### src/rtl/nmi_index_sweeper.sv
// rtl/nmi_index_sweeper.sv - index sweeper walking 0..last with valid/ready handshake and done pulse

module nBitIncrementor #(
    parameter int SIZE = 8
) (
    input  logic [SIZE-1:0] a,
    input  logic            carryIn,
    output logic [SIZE-1:0] sum,
    output logic            carryOut
);
    localparam int PAIRS = SIZE / 2;

    logic [PAIRS:0] c;

    assign c[0] = carryIn;

    // Two-bit ripple cells; each cell propagates only when both its bits are ones.
    for (genvar i = 0; i < PAIRS; i++) begin : g_pair
        assign sum[2*i]     = a[2*i] ^ c[i];
        assign sum[2*i+1]   = a[2*i+1] ^ (a[2*i] & c[i]);
        assign c[i+1]       = c[i] & a[2*i] & a[2*i+1];
    end

    assign carryOut = c[PAIRS];
endmodule

module nmi_index_sweeper #(
    parameter int SIZE = 8
) (
    input  logic            clk,
    input  logic            rst,
    input  logic            start,
    input  logic            abort,
    input  logic [SIZE-1:0] last,
    input  logic            ready,
    output logic [SIZE-1:0] idx,
    output logic            valid,
    output logic            busy,
    output logic            done
);
    typedef enum logic [1:0] {
        S_IDLE = 2'd0,
        S_RUN  = 2'd1,
        S_DONE = 2'd2
    } state_t;

    state_t          state, state_d;
    logic [SIZE-1:0] idx_q, idx_d;
    logic [SIZE-1:0] last_q, last_d;
    logic [SIZE-1:0] inc_sum;
    logic            inc_carry;

    nBitIncrementor #(.SIZE(SIZE)) u_inc (
        .a        (idx_q),
        .carryIn  (1'b1),
        .sum      (inc_sum),
        .carryOut (inc_carry)
    );

    always_ff @(posedge clk) begin
        if (rst) begin
            state  <= S_IDLE;
            idx_q  <= '0;
            last_q <= '0;
        end else begin
            state  <= state_d;
            idx_q  <= idx_d;
            last_q <= last_d;
        end
    end

    always_comb begin
        state_d = state;
        idx_d   = idx_q;
        last_d  = last_q;
        case (state)
            S_IDLE: begin
                if (start) begin
                    last_d  = last;
                    idx_d   = '0;
                    state_d = S_RUN;
                end
            end
            S_RUN: begin
                if (abort) begin
                    idx_d   = '0;
                    state_d = S_IDLE;
                end else if (ready) begin
                    // A carry out means idx is all ones, which can only be last_q; treat it as the end.
                    if (idx_q == last_q || inc_carry) begin
                        state_d = S_DONE;
                    end else begin
                        idx_d = inc_sum;
                    end
                end
            end
            S_DONE: begin
                state_d = S_IDLE;
            end
            default: begin
                idx_d   = '0;
                state_d = S_IDLE;
            end
        endcase
    end

    assign idx   = idx_q;
    assign valid = (state == S_RUN);
    assign busy  = (state == S_RUN);
    assign done  = (state == S_DONE);
endmodule

### config.mk
export PLATFORM = sky130hd
export DESIGN_NAME = nmi_index_sweeper
export DESIGN_NICKNAME = d
export VERILOG_FILES = /design/src/rtl/nmi_index_sweeper.sv
export SDC_FILE = /design/constraint.sdc
export NUM_CORES = 1
export LEC_CHECK = 0
export ABC_AREA = 1
export BUFFER_PORTS_ARGS = -buffer_cell sky130_fd_sc_hd__buf_2
export CAP_MARGIN = 0
export CELL_PAD_IN_SITES_DETAIL_PLACEMENT = 1
export CELL_PAD_IN_SITES_GLOBAL_PLACEMENT = 2
export CORE_MARGIN = 2
export CORE_UTILIZATION = 28
export DETAILED_ROUTE_END_ITERATION = 16
export GPL_ROUTABILITY_DRIVEN = 0
export PLACE_DENSITY = 0.78
export SLEW_MARGIN = 5
export SYNTH_ARGS = -nofsm -noshare
export SYNTH_HDL_FRONTEND = slang
export SYNTH_SLANG_ARGS = --single-unit
### constraint.sdc
create_clock -name clk -period 2.8 [get_ports clk]
set_input_delay 0.42 -clock clk [delete_from_list [all_inputs] [get_ports clk]]
set_output_delay 0.42 -clock clk [all_outputs]
set_load 0.01 [all_outputs]
==> impl_metrics.json, run 1 <==
{
  "status": "finished clean",
  "syn-instance-count": 138,
  "ys_ff_latch": 18,
  "die_h_um": 63.7,
  "p_per_area_nw_per_um2": 453,
  "muxShareOfSynthArea": 0,
  "antenna_found_initial": 0,
  "setup_slack_ns": 0.430,
  "yosys-top-cells-area": "dfxtp_1 (36%), nand2_1 (12%), ha_1 (8.8%)",
  "synth_most_common_cell": "nand2_1",
  "drc": 0,
  "cts_root_buf": "clkbuf_4",
  "start_util": 0.294,
  "final_core_util": 0.350,
  "cts_tree": "yes",
  "fin_cells": 207,
  "fin_crit_sh": 0.846,
  "grt_pass1_vias": 925,
  "critPathMaxFanout": 9,
  "dr.pass1.iters": 2,
  "clk_latency_ns": 0.30,
  "synthXorXnorAreaFrac": 0.0263,
  "vias_per_cell": 4.59,
  "endpoint_kind": "register",
  "synth_cell_type_count": 21,
  "arrival_ns": 2.57,
  "die_area_um2": 4050,
  "synth-async-reset-ratio": 0,
  "clockBufferDepth": 2,
  "finalHoldViolCount": 0,
  "cp-start-kind": "register",
  "synth_nets": 158,
  "drive_above_1_share": 0.224,
  "rsz0062_at_grt": "false",
  "post-place-ws_ns": 0.438,
  "wl_met2_um": 1320,
  "m1WireLength_um": 1210,
  "synth_top_cell_by_area": "dfxtp_1",
  "nets": 182,
  "numCtsBuffers": 3,
  "track_usage": 0.139,
  "antenna_left": 0,
  "synthAdderAreaFrac": 0.0878,
  "place_inst": 203,
  "synth_compound_area_frac": 0.113,
  "synth_ff_type": "dfxtp_1",
  "drt-initial-drc-count": 14,
  "worst_ep_required_time_ns": 3.00,
  "top_layer_used": "met4",
  "min_from": "last[1]",
  "period_minus_slack_ns": 2.37,
  "grt_max_degree": 16,
  "totalWireLength_um": 2630,
  "power.leakage_nw": 0.572,
  "post_drt_wl_per_cell_um": 12.7,
  "ys_seq_area_frac": 0.361,
  "hold_path.class": "in -> reg",
  "grt_pass1_wl_um": 4360,
  "r2r-end": "idx[0]",
  "synth_top_family_by_area": "simple AND/OR/NAND/NOR gates",
  "r2r_slack_ns": 0.43,
  "dp_hpwl_um": 2040,
  "fin_setup_tns_ns": 0,
  "cts_resized": 0,
  "num_vias": 951,
  "tightest_slew_ns": 0.502,
  "synth_area_per_cell_um2": 7.23,
  "row_count": 21,
  "dr_wl_met3_um": 70,
  "fmax_ghz": 0.422,
  "holdPathStages": 3,
  "setup_viol": 0,
  "maxCapViolations": 0,
  "finalClockSkew_ns": 0.00773,
  "overflow": 0,
  "slew_headroom": 0.663,
  "timing.rr.start": "idx[0]",
  "ctsHoldBuffers": 0,
  "finalPower_uw": 537,
  "synth_top_area_frac": 0.361,
  "netlist_top_cells_count": "nand2_1 (32), dfxtp_1 (18), inv_1 (14), nor2_1 (13), a21oi_1 (12)",
  "synth_edf_count": 0,
  "core_um2": 3390,
  "num_io_pins": 24,
  "holdPathEnd": "last_q[1]",
  "drv_slew": 0,
  "die_w_um": 63.7,
  "max-vdd-ir-drop_mv": 0.171,
  "yosys.area_share.simple": 0.330,
  "ys_warn_count": 0,
  "n_antenna_cell": 0,
  "synthToLayoutAreaGrowth_pct": 18.8,
  "cts_setup_buffers": 0,
  "synthesis.area_um2": 997,
  "portBuffers": 23,
  "crit_type": "reg -> reg",
  "cts.sinks": 18,
  "clkTransAtPathRegs_ns": 0.11,
  "htree_levels": 1,
  "reg2reg_depth": 13,
  "fillers": 431
}
routing by layer:
| layer | vias to the layer above | track usage |
|---|---|---|
| li1 | 488 | - |
| met1 | 447 | 0.175 |
| met2 | 14 | 0.242 |
| met3 | 2 | 0.0232 |
| met4 | 0 | 0.0408 |
| met5 | - | 0 |
sequential cells by signal (all words and copies together) (netlist names):
name,flops
idx,8
last_q,8
state,2
final cells by class:
cell class	count	area, um2	share of cell area
timing repair buffer	23	115	0.0971
inverter	16	60.1	0.0507
clock buffer	4	36.3	0.0306
sequential	18	360	0.304
multi-input combinational	100	556	0.469
tap	46	57.6	0.0486
critical path: stages (launching register included):
cell     delay, ns
dfxtp_1       0.37
ha_1          0.21
ha_1          0.18
ha_1          0.18
ha_1          0.18
ha_1          0.18
ha_1          0.18
ha_1          0.17
inv_1         0.08
nand2_1       0.07
nand2_2       0.16
nand2_2       0.15
nor2_1        0.11
nor2_1        0.05
power by group:
| part | internal [mW] | switching (mW) | total, mW | leakage [nW] |
|---|---|---|---|---|
| clock network | 0.0791 | 0.0887 | 0.168 | 0.0210 |
| logic | 0.0322 | 0.0594 | 0.0915 | 0.404 |
| registers | 0.269 | 0.00849 | 0.277 | 0.147 |
worst max path at each step:
stage | start | end | slack, ns | depth (start not counted)
3_3_place_gp | idx[0] | idx[0] | 0.52 | 13
4_1_cts | idx[0] | idx[0] | 0.42 | 13
3_5_place_dp | idx[0] | idx[0] | 0.44 | 13
5_1_grt | idx[0] | idx[7] | 0.26 | 13
6_report | idx[0] | idx[0] | 0.43 | 13
2_1_floorplan | idx[0] | idx[0] | 0.61 | 13
logic make-up after synthesis:
group / Yosys count
fa+ha+maj: 7
compound gates: 21
flops: 18
simple gates: 69
xor+xnor: 3
buf+inv: 20
placed cells by master (no fill, tap or decap), drive strengths merged:
cell type and n:
a21oi 12, buf 23, clkbuf 4, dfxtp 18, ha 7, inv 16, nand2 36, nand3 9
nand4 1, nor2 15, nor3 1, nor3b 7, o21ai 8, o31ai 1, xnor2 3
metrics by stage:
stage / hold slack [ns] / area, um2
after floorplan: 0.444 / 997
after global placement: 0.453 / 1150
after detailed placement: 0.472 / 1150
after CTS: 0.375 / 1180
after global routing: 0.382 / 1180
final: 0.385 / 1180
Power figures use the tool's default switching activity.
==> run 2: changes to the inputs <==
--- a/config.mk
+++ b/config.mk
@@ -5,7 +5,7 @@
 export SDC_FILE = /design/constraint.sdc
 export NUM_CORES = 1
 export LEC_CHECK = 0
-export ABC_AREA = 1
+export ABC_AREA = 0
 export BUFFER_PORTS_ARGS = -buffer_cell sky130_fd_sc_hd__buf_2
 export CAP_MARGIN = 0
 export CELL_PAD_IN_SITES_DETAIL_PLACEMENT = 1
@@ -14,7 +14,7 @@
 export CORE_UTILIZATION = 28
 export DETAILED_ROUTE_END_ITERATION = 16
 export GPL_ROUTABILITY_DRIVEN = 0
-export PLACE_DENSITY = 0.78
+export PLACE_DENSITY = 0.75
 export SLEW_MARGIN = 5
 export SYNTH_ARGS = -nofsm -noshare
 export SYNTH_HDL_FRONTEND = slang
==> constraint.sdc (replaced) <==
create_clock -name clk -period 2.1 [get_ports clk]
set_input_delay 0.315 -clock clk [delete_from_list [all_inputs] [get_ports clk]]
set_output_delay 0.315 -clock clk [all_outputs]
set_load 0.01 [all_outputs]
==> run 2 against run 1 <==
Compared with the run above:
- the flow now finishes with violations (setup timing)
- clock skew decreased by 0.00097 ns
- utilization increased by 5.3 points
- die area fell by 4.8%
- sequential power is 31% higher
- area after synthesis decreased by 5.1%
- via count decreased by 14%
- register-to-register slack got worse by 0.48 ns
- sequential share of layout area decreased by 2.8 points
- critical path type unchanged
- critical path depth shrank 3
- global-route usage is 0.27 points lower
- setup slack worse by 0.48 ns
- power increased by 30%
==> impl_metrics.json, run 2 <==
{
  "track_usage": 0.137,
  "num_io_pins": 24,
  "ys_ff_latch": 18,
  "holdPathStages": 3,
  "rsz0062_at_grt": "true",
  "synth_top_area_frac": 0.381,
  "overflow": 0,
  "setup_slack_ns": -0.0491,
  "worst_ep_required_time_ns": 2.32,
  "max-vdd-ir-drop_mv": 0.254,
  "ys_seq_area_frac": 0.381,
  "muxShareOfSynthArea": 0.0847,
  "n_antenna_cell": 0,
  "synthXorXnorAreaFrac": 0.0741,
  "die_h_um": 62.1,
  "p_seq_frac": 0.524,
  "clkTransAtPathRegs_ns": 0.11,
  "ys_warn_count": 0,
  "synthToLayoutAreaGrowth_pct": 39.7,
  "post_drt_wl_per_cell_um": 14.4,
  "grt_max_degree": 19,
  "grt_pass1_vias": 865,
  "fmax_ghz": 0.465,
  "dpl_cell_area_um2": 1230,
  "reg2reg_depth": 10,
  "vias_per_cell": 4.79,
  "fin_cells": 171,
  "endpoint_kind": "register",
  "die_w_um": 62.1,
  "r2r-end": "idx[7]",
  "antenna_found_initial": 0,
  "final_area_um2": 1320,
  "synth_area_per_cell_um2": 10.2,
  "finalClockSkew_ns": 0.00677,
  "fin_setup_tns_ns": -0.134,
  "mostFrequentLayoutCell": "buf_2",
  "cts_root_buf": "clkbuf_4",
  "ctsHoldBuffers": 0,
  "nets": 146,
  "totalWireLength_um": 2470,
  "finalHoldViolCount": 0,
  "synthesis.area_um2": 946,
  "start_util": 0.288,
  "synth_cell_type_count": 24,
  "grt_pass1_wl_um": 4080,
  "syn-instance-count": 93,
  "p_int_uw": 501,
  "maxCapViolations": 0,
  "multi_input_area_um2": 656,
  "setup_viol": 8,
  "crit_type": "reg -> reg",
  "synth_most_common_cell": "dfxtp_1",
  "synthAdderAreaFrac": 0.0926,
  "synth_top_family_by_area": "simple AND/OR/NAND/NOR gates",
  "core_um2": 3280,
  "combPwrFrac": 0.214,
  "seq_area_um2": 365,
  "die_area_um2": 3860,
  "mostFrequentLayoutCells": "buf_2 (23), dfxtp_1 (16), nor2_1 (9)",
  "slew_headroom": 0.730,
  "fin_crit_sh": 1.02,
  "drv_slew": 0,
  "power.leakage_nw": 0.518,
  "violations": "setup timing",
  "row_count": 21,
  "synth_edf_count": 0,
  "timing.rr.start": "idx[0]",
  "p_sw_uw": 194,
  "tightest_slew_ns": 0.404,
  "p_clk_frac": 0.263,
  "period_minus_slack_ns": 2.15,
  "status": "finished with violations",
  "dr.pass1.iters": 4,
  "cts_tree": "yes",
  "yosys-top-cells-area": "dfxtp_1 (38%), ha_1 (9.3%), mux2i_1 (8.5%)",
  "arrival_ns": 2.37,
  "dp_hpwl_um": 1810,
  "clockBufferDepth": 2,
  "hold_ws_ns": 0.257,
  "synth_compound_area_frac": 0.124,
  "synth_top_cell_by_area": "dfxtp_1",
  "numCtsBuffers": 3,
  "synth_nets": 113,
  "fillers": 377,
  "min_from": "last[6]",
  "synth-async-reset-ratio": 0,
  "drive_above_1_share": 0.440,
  "holdPathEnd": "last_q[6]",
  "num_vias": 819,
  "htree_levels": 1,
  "r2r_slack_ns": -0.05,
  "hold_path.class": "in -> reg",
  "netlist_top_cells_count": "dfxtp_1 (18), nor2_1 (9), mux2i_1 (8), nand3b_1 (8), xnor2_1 (8)",
  "clk_latency_ns": 0.30,
  "antenna_left": 0,
  "cp-start-kind": "register",
  "place_inst": 166,
  "drt-initial-drc-count": 12,
  "portBuffers": 23,
  "cts.sinks": 18,
  "final_core_util": 0.402,
  "drc": 0,
  "p_per_area_nw_per_um2": 526,
  "critPathMaxFanout": 8,
  "swShare": 0.279,
  "yosys.area_share.simple": 0.184,
  "synth_ff_type": "dfxtp_1"
}
[run 2: cell type report]
type / count / area share
Multi-Input combinational cell: 64 / 0.496
Sequential cell: 18 / 0.277
Timing Repair Buffer: 32 / 0.144
Tap cell: 46 / 0.0436
Clock buffer: 4 / 0.0199
Inverter: 7 / 0.0199
[run 2: worst max-delay path, cell delays in order, from the launching register on]
cell      delay, ns
dfxtp_4        0.37
ha_4           0.15
ha_4           0.15
ha_4           0.15
ha_4           0.15
ha_4           0.15
ha_4           0.15
ha_4           0.15
and4bb_2       0.31
o21ai_4        0.12
o22ai_2        0.20
[run 2: kinds of logic after synthesis]
kind of cell | count (synthesis)
simple gates | 26
flops | 18
compound gates | 15
buf+inv | 11
xor+xnor | 8
mux | 8
fa+ha+maj | 7
[run 2: worst max-delay path by stage]
stage	start	endpoint	slack (ns)	cells after the start
CTS	idx[0]	idx[3]	-0.03	10
floorplan	idx[0]	idx[5]	0.004	11
finish	idx[0]	idx[7]	-0.05	10
detailed placement	idx[0]	idx[5]	-0.05	11
global route	idx[0]	idx[5]	-0.11	11
global placement	idx[0]	idx[5]	-0.01	11
[run 2: power groups by stage]
stage	registers (mW)	logic, mW	clock network, mW
after floorplan	0.370	0.0920	0
after global placement	0.372	0.128	0
after detailed placement	0.372	0.131	0
after CTS	0.365	0.146	0.196
after global routing	0.366	0.164	0.212
final	0.364	0.148	0.183
[run 2: per-stage QoR]
step                      power [mW]  worst slack, ns
after floorplan                0.462          0.00359
after global placement         0.500          -0.0111
after detailed placement       0.503          -0.0520
after CTS                      0.707          -0.0305
after global routing           0.742           -0.106
final                          0.695          -0.0491
[run 2: metal layers]
layer | track usage | share of wire
met4 | 0.0778 | 0.030
met5 | 0 | 0
met2 | 0.247 | 0.52
met1 | 0.149 | 0.40
met3 | 0.0254 | 0.049
[run 2: what timing repair did]
action                     in CTS  in global routing
pin swaps                       6                  2
setup endpoints to repair       8                  8
gates resized for setup         6                  3
buffers inserted                0                  1
==> run 3: changes to the inputs <==
--- a/config.mk
+++ b/config.mk
@@ -14,6 +14,7 @@
 export CORE_UTILIZATION = 28
 export DETAILED_ROUTE_END_ITERATION = 16
 export GPL_ROUTABILITY_DRIVEN = 0
+export GPL_TIMING_DRIVEN = 0
 export PLACE_DENSITY = 0.75
 export SLEW_MARGIN = 5
 export SYNTH_ARGS = -nofsm -noshare
==> run 3 against run 2 <==
Compared with the run above:
- the flow still finishes with violations (setup timing)
- utilization grew 0.88 points
- sequential share of layout area is 0.40 points lower
- cell count decreased by 1.8%
- global-route usage decreased by 0.97 points
- critical path depth rose by 1
- sequential cell count unchanged
- maximum frequency fell by 0.66%
- design area rose by 2.2%
- clock-buffer cell count stayed put
- first-iteration DRC count down 8.3%
- power rose by 6.3%
- critical endpoint is now idx[5]
- largest cell class unchanged
- largest power group unchanged
==> impl_metrics.json, run 3 (synthesized netlist as in run 2, its figures left out) <==
{
  "fin_setup_tns_ns": -0.421,
  "clockBufferDepth": 2,
  "mostFrequentLayoutCells": "buf_2 (23), dfxtp_1 (16), nor2_1 (9)",
  "worst_ep_required_time_ns": 2.28,
  "clk_latency_ns": 0.29,
  "finalClockSkew_ns": 0.00867,
  "setup_viol": 8,
  "track_usage": 0.127,
  "tightest_slew_ns": 0.453,
  "totalWireLength_um": 2270,
  "cts_tree": "yes",
  "reg2reg_depth": 11,
  "dpl_cell_area_um2": 1200,
  "grt_max_degree": 11,
  "r2r-end": "idx[5]",
  "nets": 143,
  "grt_pass1_wl_um": 3860,
  "hold_ws_ns": 0.254,
  "p_per_area_nw_per_um2": 547,
  "violations": "setup timing",
  "cp-start-kind": "register",
  "antenna_found_initial": 0,
  "n_antenna_cell": 0,
  "final_area_um2": 1350,
  "finalHoldViolCount": 0,
  "power.leakage_nw": 0.513,
  "num_io_pins": 24,
  "max_stage_delay_ns": 0.37,
  "critPathMaxFanout": 8,
  "post_drt_wl_per_cell_um": 13.5,
  "die_w_um": 62.1,
  "htree_levels": 1,
  "portBuffers": 23,
  "holdPathStages": 3,
  "cts_root_buf": "clkbuf_4",
  "die_h_um": 62.1,
  "min_from": "last[5]",
  "post-place-ws_ns": -0.0964,
  "rsz0062_at_grt": "true",
  "finalPower_uw": 739,
  "clkTransAtPathRegs_ns": 0.12,
  "die_area_um2": 3860,
  "timing.rr.start": "idx[0]",
  "setup_slack_ns": -0.0633,
  "slew_headroom": 0.698,
  "overflow": 0,
  "maxCapViolations": 0,
  "critPathSlowestCell": "dfxtp_4",
  "crit_top_cell": "ha_4",
  "max-vdd-ir-drop_mv": 0.261,
  "row_count": 21,
  "hold_path.class": "in -> reg",
  "drv_slew": 0,
  "arrival_ns": 2.34,
  "numCtsBuffers": 3,
  "grt_pass1_vias": 844,
  "dr.pass1.iters": 2,
  "dp_hpwl_um": 1680,
  "synthToLayoutAreaGrowth_pct": 42.7,
  "drive_above_1_share": 0.459,
  "num_vias": 780,
  "holdPathEnd": "last_q[5]",
  "start_util": 0.288,
  "r2r_slack_ns": -0.06,
  "crit_type": "reg -> reg",
  "fmax_ghz": 0.462,
  "cts.sinks": 18,
  "antenna_left": 0,
  "drc": 0,
  "ctsHoldBuffers": 0,
  "drt-initial-drc-count": 11,
  "path_cells": "ha_4 > ha_4 > ha_4 > ha_4 > ha_4 > ha_4 > ha_4 > o21bai_4 > o21ba_4 > buf_12 > o22ai_2",
  "core_um2": 3280,
  "vias_per_cell": 4.64,
  "period_minus_slack_ns": 2.16,
  "status": "finished with violations",
  "fin_crit_sh": 1.03,
  "mostFrequentLayoutCell": "buf_2",
  "endpoint_kind": "register"
}
[run 3: stage by stage]
stage,instances,util
after floorplan,93,-
after global placement,162,0.366
after detailed placement,162,0.366
after CTS,168,0.387
after global routing,168,0.411
final,168,0.411
[run 3: worst max-delay path, delay by kind of cell (launching register included)]
| family | cells | cell delay (ns) |
|---|---|---|
| AO/OA/AOI/OAI | 3 | 0.46 |
| flip-flops | 1 | 0.37 |
| buffers and inverters | 1 | 0.13 |
| adder cells (fa/ha/maj) | 7 | 1.07 |
[run 3: worst max-delay path by stage]
stage	startpoint	end	cells after the start
after floorplan	idx[0]	idx[5]	11
after global placement	idx[0]	idx[5]	11
after detailed placement	idx[0]	idx[5]	11
after CTS	idx[1]	idx[4]	11
after global routing	idx[0]	idx[5]	11
final	idx[0]	idx[5]	11
[run 3: area by class of cell]
type	count	area, um2
inverter	7	26.3
fill	375	1930
timing repair buffer	25	130
sequential	18	368
buffer	4	38.8
multi-input combinational	64	693
tap	46	57.6
clock buffer	4	36.3
[run 3: timing repair]
| item | 4_1_cts | 5_1_grt |
|---|---|---|
| setup buffers | 2 | 0 |
| setup endpoints to repair | 8 | 8 |
| pin swaps | 2 | 2 |
| gates resized for setup | 3 | 12 |
| gates cloned | 0 | 0 |
[run 3: metal layers]
layer,vias up,part of all wire,global-route usage
met2,16,0.52,0.236
li1,385,-,-
met5,-,0,0
met4,0,0.0040,0.0500
met1,377,0.44,0.144
met3,2,0.038,0.0199
[run 3: power breakdown]
part           switching, mW  internal [mW]  total, mW
Combinational         0.0775         0.0785      0.156
Sequential            0.0105          0.353      0.363
Clock                  0.114          0.106      0.220
Total                  0.202          0.537      0.739
